## config.mk

```make
export PLATFORM = sky130hd
export DESIGN_NAME = fc_layer_seq_flat
export DESIGN_NICKNAME = d
export VERILOG_FILES = /design/src/rtl/fc_layer_seq_if.sv /design/src/rtl/fc_layer_seq.sv /design/src/flat_wrapper.sv
export SDC_FILE = /design/constraint.sdc
export NUM_CORES = 1
export LEC_CHECK = 0
export ABC_AREA = 1
export CAP_MARGIN = 20
export CORE_AREA = 2 2 290 292
export CTS_BUF_LIST = sky130_fd_sc_hd__clkbuf_2 sky130_fd_sc_hd__clkbuf_4 sky130_fd_sc_hd__clkbuf_8
export CTS_CLUSTER_SIZE = 40
export DETAILED_ROUTE_END_ITERATION = 8
export DIE_AREA = 0 0 292 294
export SLEW_MARGIN = 20
export SYNTH_ARGS = -nofsm -noshare
export SYNTH_HDL_FRONTEND = slang
export SYNTH_SLANG_ARGS = --single-unit
```

## constraint.sdc

```tcl
create_clock -name clk -period 3.9 [get_ports clk]
set_input_delay 0.39 -clock clk [delete_from_list [all_inputs] [get_ports clk]]
set_output_delay 0.39 -clock clk [all_outputs]
set_load 0.05 [all_outputs]
```

## src/rtl/fc_layer_seq_if.sv

```systemverilog
// Stream bundle for fc_layer_seq: input element stream in, neuron result stream out.
// master = environment side (upstream producer + downstream consumer), slave = sequencer side.
interface fc_layer_seq_if #(
  parameter int WIDTH = 8,
  parameter int ZW    = 22,
  parameter int OUT   = 10
);
  localparam int SW = $clog2(OUT);

  logic             in_valid;
  logic             in_ready;
  logic [WIDTH-1:0] in_data;
  logic             out_valid;
  logic             out_ready;
  logic [ZW-1:0]    out_data;
  logic [SW-1:0]    out_idx;
  logic             out_last;

  modport master (
    output in_valid, in_data, out_ready,
    input  in_ready, out_valid, out_data, out_idx, out_last
  );

  modport slave (
    input  in_valid, in_data, out_ready,
    output in_ready, out_valid, out_data, out_idx, out_last
  );
endinterface

```

## src/rtl/fc_layer_seq.sv

```systemverilog
// Sequencer for a combinational fully-connected neuron bank: loads a streamed vector, then
// steps neuron_sel and streams each settled result out. Optional argmax tracking under FC_ARGMAX_EN.
module fc_layer_seq #(
  parameter int WIDTH  = 8,
  parameter int IN     = 84,
  parameter int OUT    = 10,
  parameter int ZW     = 22,
  parameter int SETTLE = 2
) (
  input  logic                    clk,
  input  logic                    rst,
  fc_layer_seq_if.slave           bus,
  output logic [IN*WIDTH-1:0]     x_bus,
  output logic [$clog2(OUT)-1:0]  neuron_sel,
  input  logic [ZW-1:0]           z_in,
  output logic                    busy
`ifdef FC_ARGMAX_EN
  ,
  output logic [$clog2(OUT)-1:0]  argmax_idx,
  output logic                    argmax_valid
`endif
);

  localparam int SW  = $clog2(OUT);
  localparam int CW  = $clog2(IN);
  localparam int SCW = (SETTLE > 1) ? $clog2(SETTLE) : 1;

  typedef enum logic [1:0] {S_LOAD, S_SETTLE, S_EMIT} state_t;

  state_t           state_q, state_d;
  logic [CW-1:0]    cnt_q;
  logic [SCW-1:0]   scnt_q;
  logic [WIDTH-1:0] x_q [IN];

  logic accept, last_beat, capture, drain;

  assign bus.in_ready = (state_q == S_LOAD);
  assign busy         = (state_q != S_LOAD);

  assign accept    = bus.in_valid && (state_q == S_LOAD);
  assign last_beat = accept && (cnt_q == CW'(IN - 1));
  assign capture   = (state_q == S_SETTLE) && (scnt_q == '0);
  assign drain     = (state_q == S_EMIT) && bus.out_ready;

  for (genvar k = 0; k < IN; k++) begin : g_xbus
    assign x_bus[k*WIDTH +: WIDTH] = x_q[k];
  end

  // NOTE: state_d gets its hold value before the case so no path leaves it unassigned (no latch).
  always_comb begin
    state_d = state_q;
    case (state_q)
      S_LOAD:   if (last_beat) state_d = S_SETTLE;
      S_SETTLE: if (capture)   state_d = S_EMIT;
      S_EMIT:   if (drain)     state_d = bus.out_last ? S_LOAD : S_SETTLE;
      default:  state_d = S_LOAD;
    endcase
  end

  // NOTE: registers use <= so every flop samples pre-edge values regardless of statement order.
  always_ff @(posedge clk) begin
    if (rst) state_q <= S_LOAD;
    else     state_q <= state_d;
  end

  always_ff @(posedge clk) begin
    if (rst) begin
      cnt_q         <= '0;
      scnt_q        <= '0;
      neuron_sel    <= '0;
      bus.out_valid <= 1'b0;
      bus.out_data  <= '0;
      bus.out_idx   <= '0;
      bus.out_last  <= 1'b0;
      // NOTE: the vector store is flops, not RAM, and is cleared so x_bus reads zero out of reset.
      for (int i = 0; i < IN; i++) x_q[i] <= '0;
    end else begin
      if (accept) begin
        x_q[cnt_q] <= bus.in_data;
        cnt_q      <= last_beat ? '0 : cnt_q + 1'b1;
      end
      if (last_beat) begin
        neuron_sel <= '0;
        scnt_q     <= SCW'(SETTLE - 1);
      end
      if ((state_q == S_SETTLE) && !capture) scnt_q <= scnt_q - 1'b1;
      // z_in has been stable for SETTLE edges here, so it is safe to sample.
      if (capture) begin
        bus.out_data  <= z_in;
        bus.out_idx   <= neuron_sel;
        bus.out_last  <= (neuron_sel == SW'(OUT - 1));
        bus.out_valid <= 1'b1;
      end
      if (drain) begin
        bus.out_valid <= 1'b0;
        if (!bus.out_last) begin
          neuron_sel <= neuron_sel + 1'b1;
          scnt_q     <= SCW'(SETTLE - 1);
        end
      end
    end
  end

`ifdef FC_ARGMAX_EN
  logic [ZW-1:0] max_q;
  logic [SW-1:0] run_idx_q;

  // Strict compare keeps the lowest index on ties; index 0 always seeds the running max.
  always_ff @(posedge clk) begin
    if (rst) begin
      max_q        <= '0;
      run_idx_q    <= '0;
      argmax_idx   <= '0;
      argmax_valid <= 1'b0;
    end else begin
      argmax_valid <= 1'b0;
      if (capture && ((neuron_sel == '0) || (z_in > max_q))) begin
        max_q     <= z_in;
        run_idx_q <= neuron_sel;
      end
      if (drain && bus.out_last) begin
        argmax_valid <= 1'b1;
        argmax_idx   <= run_idx_q;
      end
    end
  end
`endif

endmodule

```

## src/flat_wrapper.sv

```systemverilog
// flat-port wrapper written by rule: the top's interface ports become plain ports
module fc_layer_seq_flat 
#(
  parameter int WIDTH  = 8,
  parameter int IN     = 84,
  parameter int OUT    = 10,
  parameter int ZW     = 22,
  parameter int SETTLE = 2
)
  (clk, rst, x_bus, neuron_sel, z_in, busy, bus_in_valid, bus_in_data, bus_out_ready, bus_in_ready, bus_out_valid, bus_out_data, bus_out_idx, bus_out_last);
  fc_layer_seq_if #(.WIDTH(WIDTH), .ZW(ZW), .OUT(OUT)) bus_i ();
  input  logic clk;
  input  logic rst;
  output logic [IN*WIDTH-1:0] x_bus;
  output logic [$clog2(OUT)-1:0] neuron_sel;
  input  logic [ZW-1:0] z_in;
  output logic busy;
  input wire logic [$bits(bus_i.in_valid)-1:0] bus_in_valid;
  input wire logic [$bits(bus_i.in_data)-1:0] bus_in_data;
  input wire logic [$bits(bus_i.out_ready)-1:0] bus_out_ready;
  output wire logic [$bits(bus_i.in_ready)-1:0] bus_in_ready;
  output wire logic [$bits(bus_i.out_valid)-1:0] bus_out_valid;
  output wire logic [$bits(bus_i.out_data)-1:0] bus_out_data;
  output wire logic [$bits(bus_i.out_idx)-1:0] bus_out_idx;
  output wire logic [$bits(bus_i.out_last)-1:0] bus_out_last;
  assign bus_i.in_valid = bus_in_valid;
  assign bus_i.in_data = bus_in_data;
  assign bus_i.out_ready = bus_out_ready;
  assign bus_in_ready = bus_i.in_ready;
  assign bus_out_valid = bus_i.out_valid;
  assign bus_out_data = bus_i.out_data;
  assign bus_out_idx = bus_i.out_idx;
  assign bus_out_last = bus_i.out_last;
  fc_layer_seq #(.WIDTH(WIDTH), .IN(IN), .OUT(OUT), .ZW(ZW), .SETTLE(SETTLE)) u_core (.clk(clk), .rst(rst), .bus(bus_i), .x_bus(x_bus), .neuron_sel(neuron_sel), .z_in(z_in), .busy(busy));
endmodule
```

# After elaboration in Yosys (flattened, before gate mapping)
# Memories as Yosys holds them, arrays and structs flattened.
# Cells that the tools add are included.
# totals
mem_count,1
output_inout_bits,706
ff_bits,42
mem_bits_rw,672
# memory_table
memory,words,word_bits,rd,rd_ports_with_merged_regs,wr,line,text
u_core.x_q,84,8,84,0,84,fc_layer_seq.sv:33,logic [WIDTH-1:0] x_q [IN];
# op_classes
n_eq_ne,7
muxes,21
n_bitwise,1
addsub,3
n_reduce_logical,11
# op_table
op,n
7-bit two-way mux,2
4-bit two-way mux,3
1-bit two-way mux,11
8-bit two-way mux,1
8-bit OR reduction,1
"7-bit by 1-bit adder with 7-bit output, second input constant",1
"7-bit == test, second input constant",1
2-bit two-way mux,3
"2-bit by 1-bit inequality test with 1-bit output, second input constant",3
2-bit case mux with 3 select lines,1
1-bit logical AND,5
"4-bit by 1-bit adder with 4-bit output, second input constant",1
"4-bit == test, second input constant",1
3-bit AND reduction,1
"2-bit by 1-bit == test with 1-bit output, second input constant",1
"2-bit == test, second input constant",1
2-bit zero test,1
2-bit nonzero test,1
2-bit OR reduction,1
1-bit zero test,1
1-bit NOT,1
"1-bit subtractor, second input constant",1

# Longest topological paths before layout
# logic_depth
word_depth,7
ltp_mapped,9

# Least setup slack after synthesis
# No wires, ideal clock.
# synth_path
kind,reg2reg
from,register u_core.state_q[1]
to,"memory u_core.x_q[10][0], enable pin"
path_slack_ns,1.705
arrival_time_ns,1.866
path_stages_with_launch,9
n_path_buf,1
t_required_ns,3.571
period_less_slack_ns,2.195
path_cell_list,dfxtp_1 -> inv_1 -> nand2_1 -> nor2_2 -> nand3_2 -> nor2_1 -> buf_4 -> nand2_2 -> nand2_1
# synth_lines
element,line,text
start: declaration,fc_layer_seq.sv:30,"state_t state_q, state_d;"
start signal: assignment,fc_layer_seq.sv:63,else state_q <= state_d;
end: declaration,fc_layer_seq.sv:33,

==> flow_summary.ini <==
[status]
status = finished clean

[sta]
fin_hold_ws_ns = 0.2628
skew_ns = 0.05294
rsz0062_at_grt = false
finalSetupTns_ns = 0
max_freq_mhz = 355.1
setup-violations-final = 0
layout_setup_ws_ns = 1.084
layout_min_cycle_time_ns = 2.816
tightest_slew_ns = 0.9841
hold_viol_final = 0
fin_crit_sh_pct = 72.20
max_slew_margin_pct = 34.15
maxSlewViolCount = 0

[critical_path]
cp-startpoint = u_core.state_q[1]
timing.rr.start = u_core.state_q[1]
rrSetupSlack_ns = 1.08
crit_required_ns = 4.26
r2r_cells = 7
timing.rr.end = u_core.x_q[61][2]
path_max_fanout = 10
start_kind = flop
crit_end = u_core.x_q[61][2]
worstPathArrival_ns = 3.18
worstSetupPathType = reg2reg
cp-end-kind = flop

[global_routing]
grt_max_degree = 117
gr-total-overflow = 0
grt_util_all_layers_pct = 20.50
grt_antenna_before_repair = 0
grt_pass1_vias = 17645
grt_pass1_wl_mm = 126.8

[clock_tree]
cts_buffers = 115
htree_levels = 3
cts_resized = 0
cts_root_buffer = clkbuf_8
clock_path_buffers = 3
cts_tree = done
path_clk_slew_ns = 0.06
cts_sinks = 714
clkLatencyLatePin_ns = 0.72
postCtsSetupBuffers = 0
hold_buffers = 0

[die]
dieArea_mm2 = 0.08585
coreArea_mm2 = 0.08289
die_y_um = 294
pin_count = 740
dieWidth_um = 292
rows = 106
start_util_pct = 30.95

[pwr]
irDropWorstVdd_uv = 271.8
power_density_mw_per_mm2 = 474.8
p_leak_nw = 13.94

[placed_design]
numPortBuffers = 739
place_ws_ns = 0.5734
dp_hpwl_mm = 61.69
place.gp.congestion = 0.8231

[synth]
ys_seq_area_share_pct = 81.94
synthesis.nets = 1902
syn_inst = 1865
avgSynthCellArea_um2 = 13.76
synth-seq-cells = 714
synth_area_mm2 = 0.02565
yosys_warnings = 0
synth_cell_types = 25

[route]
ant_nets = 0
drc_errors = 0
drt-initial-drc-count = 1640
via_count = 17951
routedWlPerCell_um = 23.78
vias_per_cell = 4.682
first_pass_iters = 6
drt_wl_total_mm = 91.16

[final_layout]
drive_gt1_share_pct = 10.79
layout.nets = 2696
area_delta_synth_final_pct = 43.64
utilization_pct = 44.45
nFillCells = 7446

[job]
max-cap-violations = 0

[worst_hold_path]
hold_path_class = in2reg
==> synth_stat cells <==
cell,count,area (um2)
nor2_1,744,2793
edfxtp_1,672,20180
nand2_1,152,570.6
clkbuf_1,89,334.1
nand2_2,49,306.5
dfxtp_1,42,840.8
inv_1,31,116.4
o21ai_0,30,150.1
a21oi_1,15,75.07
nand3_1,8,40.04
nor2_2,6,37.54
buf_4,4,30.03
nor2_4,4,45.04
ha_1,3,37.54
inv_2,3,11.26
nor3_1,3,15.01
nand3_2,2,20.02
buf_1,1,3.750
clkinv_1,1,3.750
nand3b_1,1,7.510
nand4_1,1,6.260
o211a_1,1,10.01
o22ai_1,1,6.260
or2_2,1,6.260
xor2_1,1,8.760
==> power by group <==
part / switching, W / leakage, nW / internal [W] / total (W)
combinational: 0.00147 / 5.37 / 0.000478 / 0.00195
clock: 0.00305 / 1.29 / 0.00378 / 0.00683
sequential: 0.000105 / 7.28 / 0.00861 / 0.00872
total: 0.00463 / 13.9 / 0.0129 / 0.0175
==> routing by layer <==
layer	GRT usage, %	part of all wire [%]	vias up
li1	-	-	7942
met1	24.61	38	8947
met2	35.65	50	929
met3	6.473	9.6	133
met4	5.218	2.2	0
met5	0	0	-
==> kinds of logic after synthesis <==
| logic type | count (synthesis) | share of synthesized area [%] |
|---|---|---|
| simple gates | 971 | 15.00 |
| flops | 714 | 81.94 |
| buf+inv | 129 | 1.946 |
| compound gates | 47 | 0.9413 |
| fa+ha+maj | 3 | 0.1463 |
| xor+xnor | 1 | 0.03415 |
==> stage by stage <==
stage | area, um2 | cells | total power, W
3_3_place_gp | 34420 | 3622 | 0.01083
6_report | 36850 | 3834 | 0.01750
5_1_grt | 36850 | 3833 | 0.01801
3_5_place_dp | 34420 | 3622 | 0.01084
4_1_cts | 36850 | 3833 | 0.01766
2_1_floorplan | 25650 | 1865 | 0.01002
==> area by class of cell <==
class,instances,area (um2),share of cell area (%)
multi-input combinational,1022,4165,11.30
inverter,35,156.4,0.4244
timing repair buffer,771,7725,20.96
sequential,714,21020,57.04
clock buffer,154,1901,5.158
tap,1080,1351,3.667
clock inverter,57,528.0,1.433
antenna,1,2.502,0.006791
==> critical path, cell delays in order, from the launching register on <==
cell and delay, ns:
dfxtp_1 0.35, inv_1 0.08, nand2_1 0.11, nor2_2 0.21, nand3_2 0.24, nor2_4 0.71
nand2_1 0.40, nand2_1 0.39
==> worst min-delay path by stage <==
stage	startpoint	end	slack, ns	cells after the start
after global placement	u_core.bus.out_idx[2]	u_core.bus.out_idx[2]	0.47	2
final	z_in[9]	u_core.bus.out_data[9]	0.26	3
after floorplan	u_core.cnt_q[1]	u_core.cnt_q[1]	0.50	2
after detailed placement	u_core.bus.out_idx[3]	u_core.bus.out_idx[3]	0.46	2
after global routing	z_in[21]	u_core.bus.out_data[21]	0.24	3
after CTS	z_in[9]	u_core.bus.out_data[9]	0.18	3
==> sequential cells by signal (all words and copies together) (netlist names) <==
name and flops:
u_core.x_q 672, u_core.bus.out_data 22, u_core.cnt_q 7, u_core.bus.out_idx 4, u_core.neuron_sel 4, u_core.state_q 2, u_core.bus.out_last 1, u_core.bus.out_valid 1
u_core.scnt_q 1
==> cell usage in the layout (no fill, tap or decap), types with 15 or more instances in the layout <==
cell type,n
o21ai_0,30
inv_1,23
a21oi_1,15
clkinv_2,21
clkinv_1,24
clkdlybuf4s50_1,739
buf_4,25
nor2_1,740
clkbuf_8,119
nand2_2,49
nand2_1,152
edfxtp_1,672
dfxtp_1,42
clkbuf_4,35
Power figures use the tool's default switching activity.
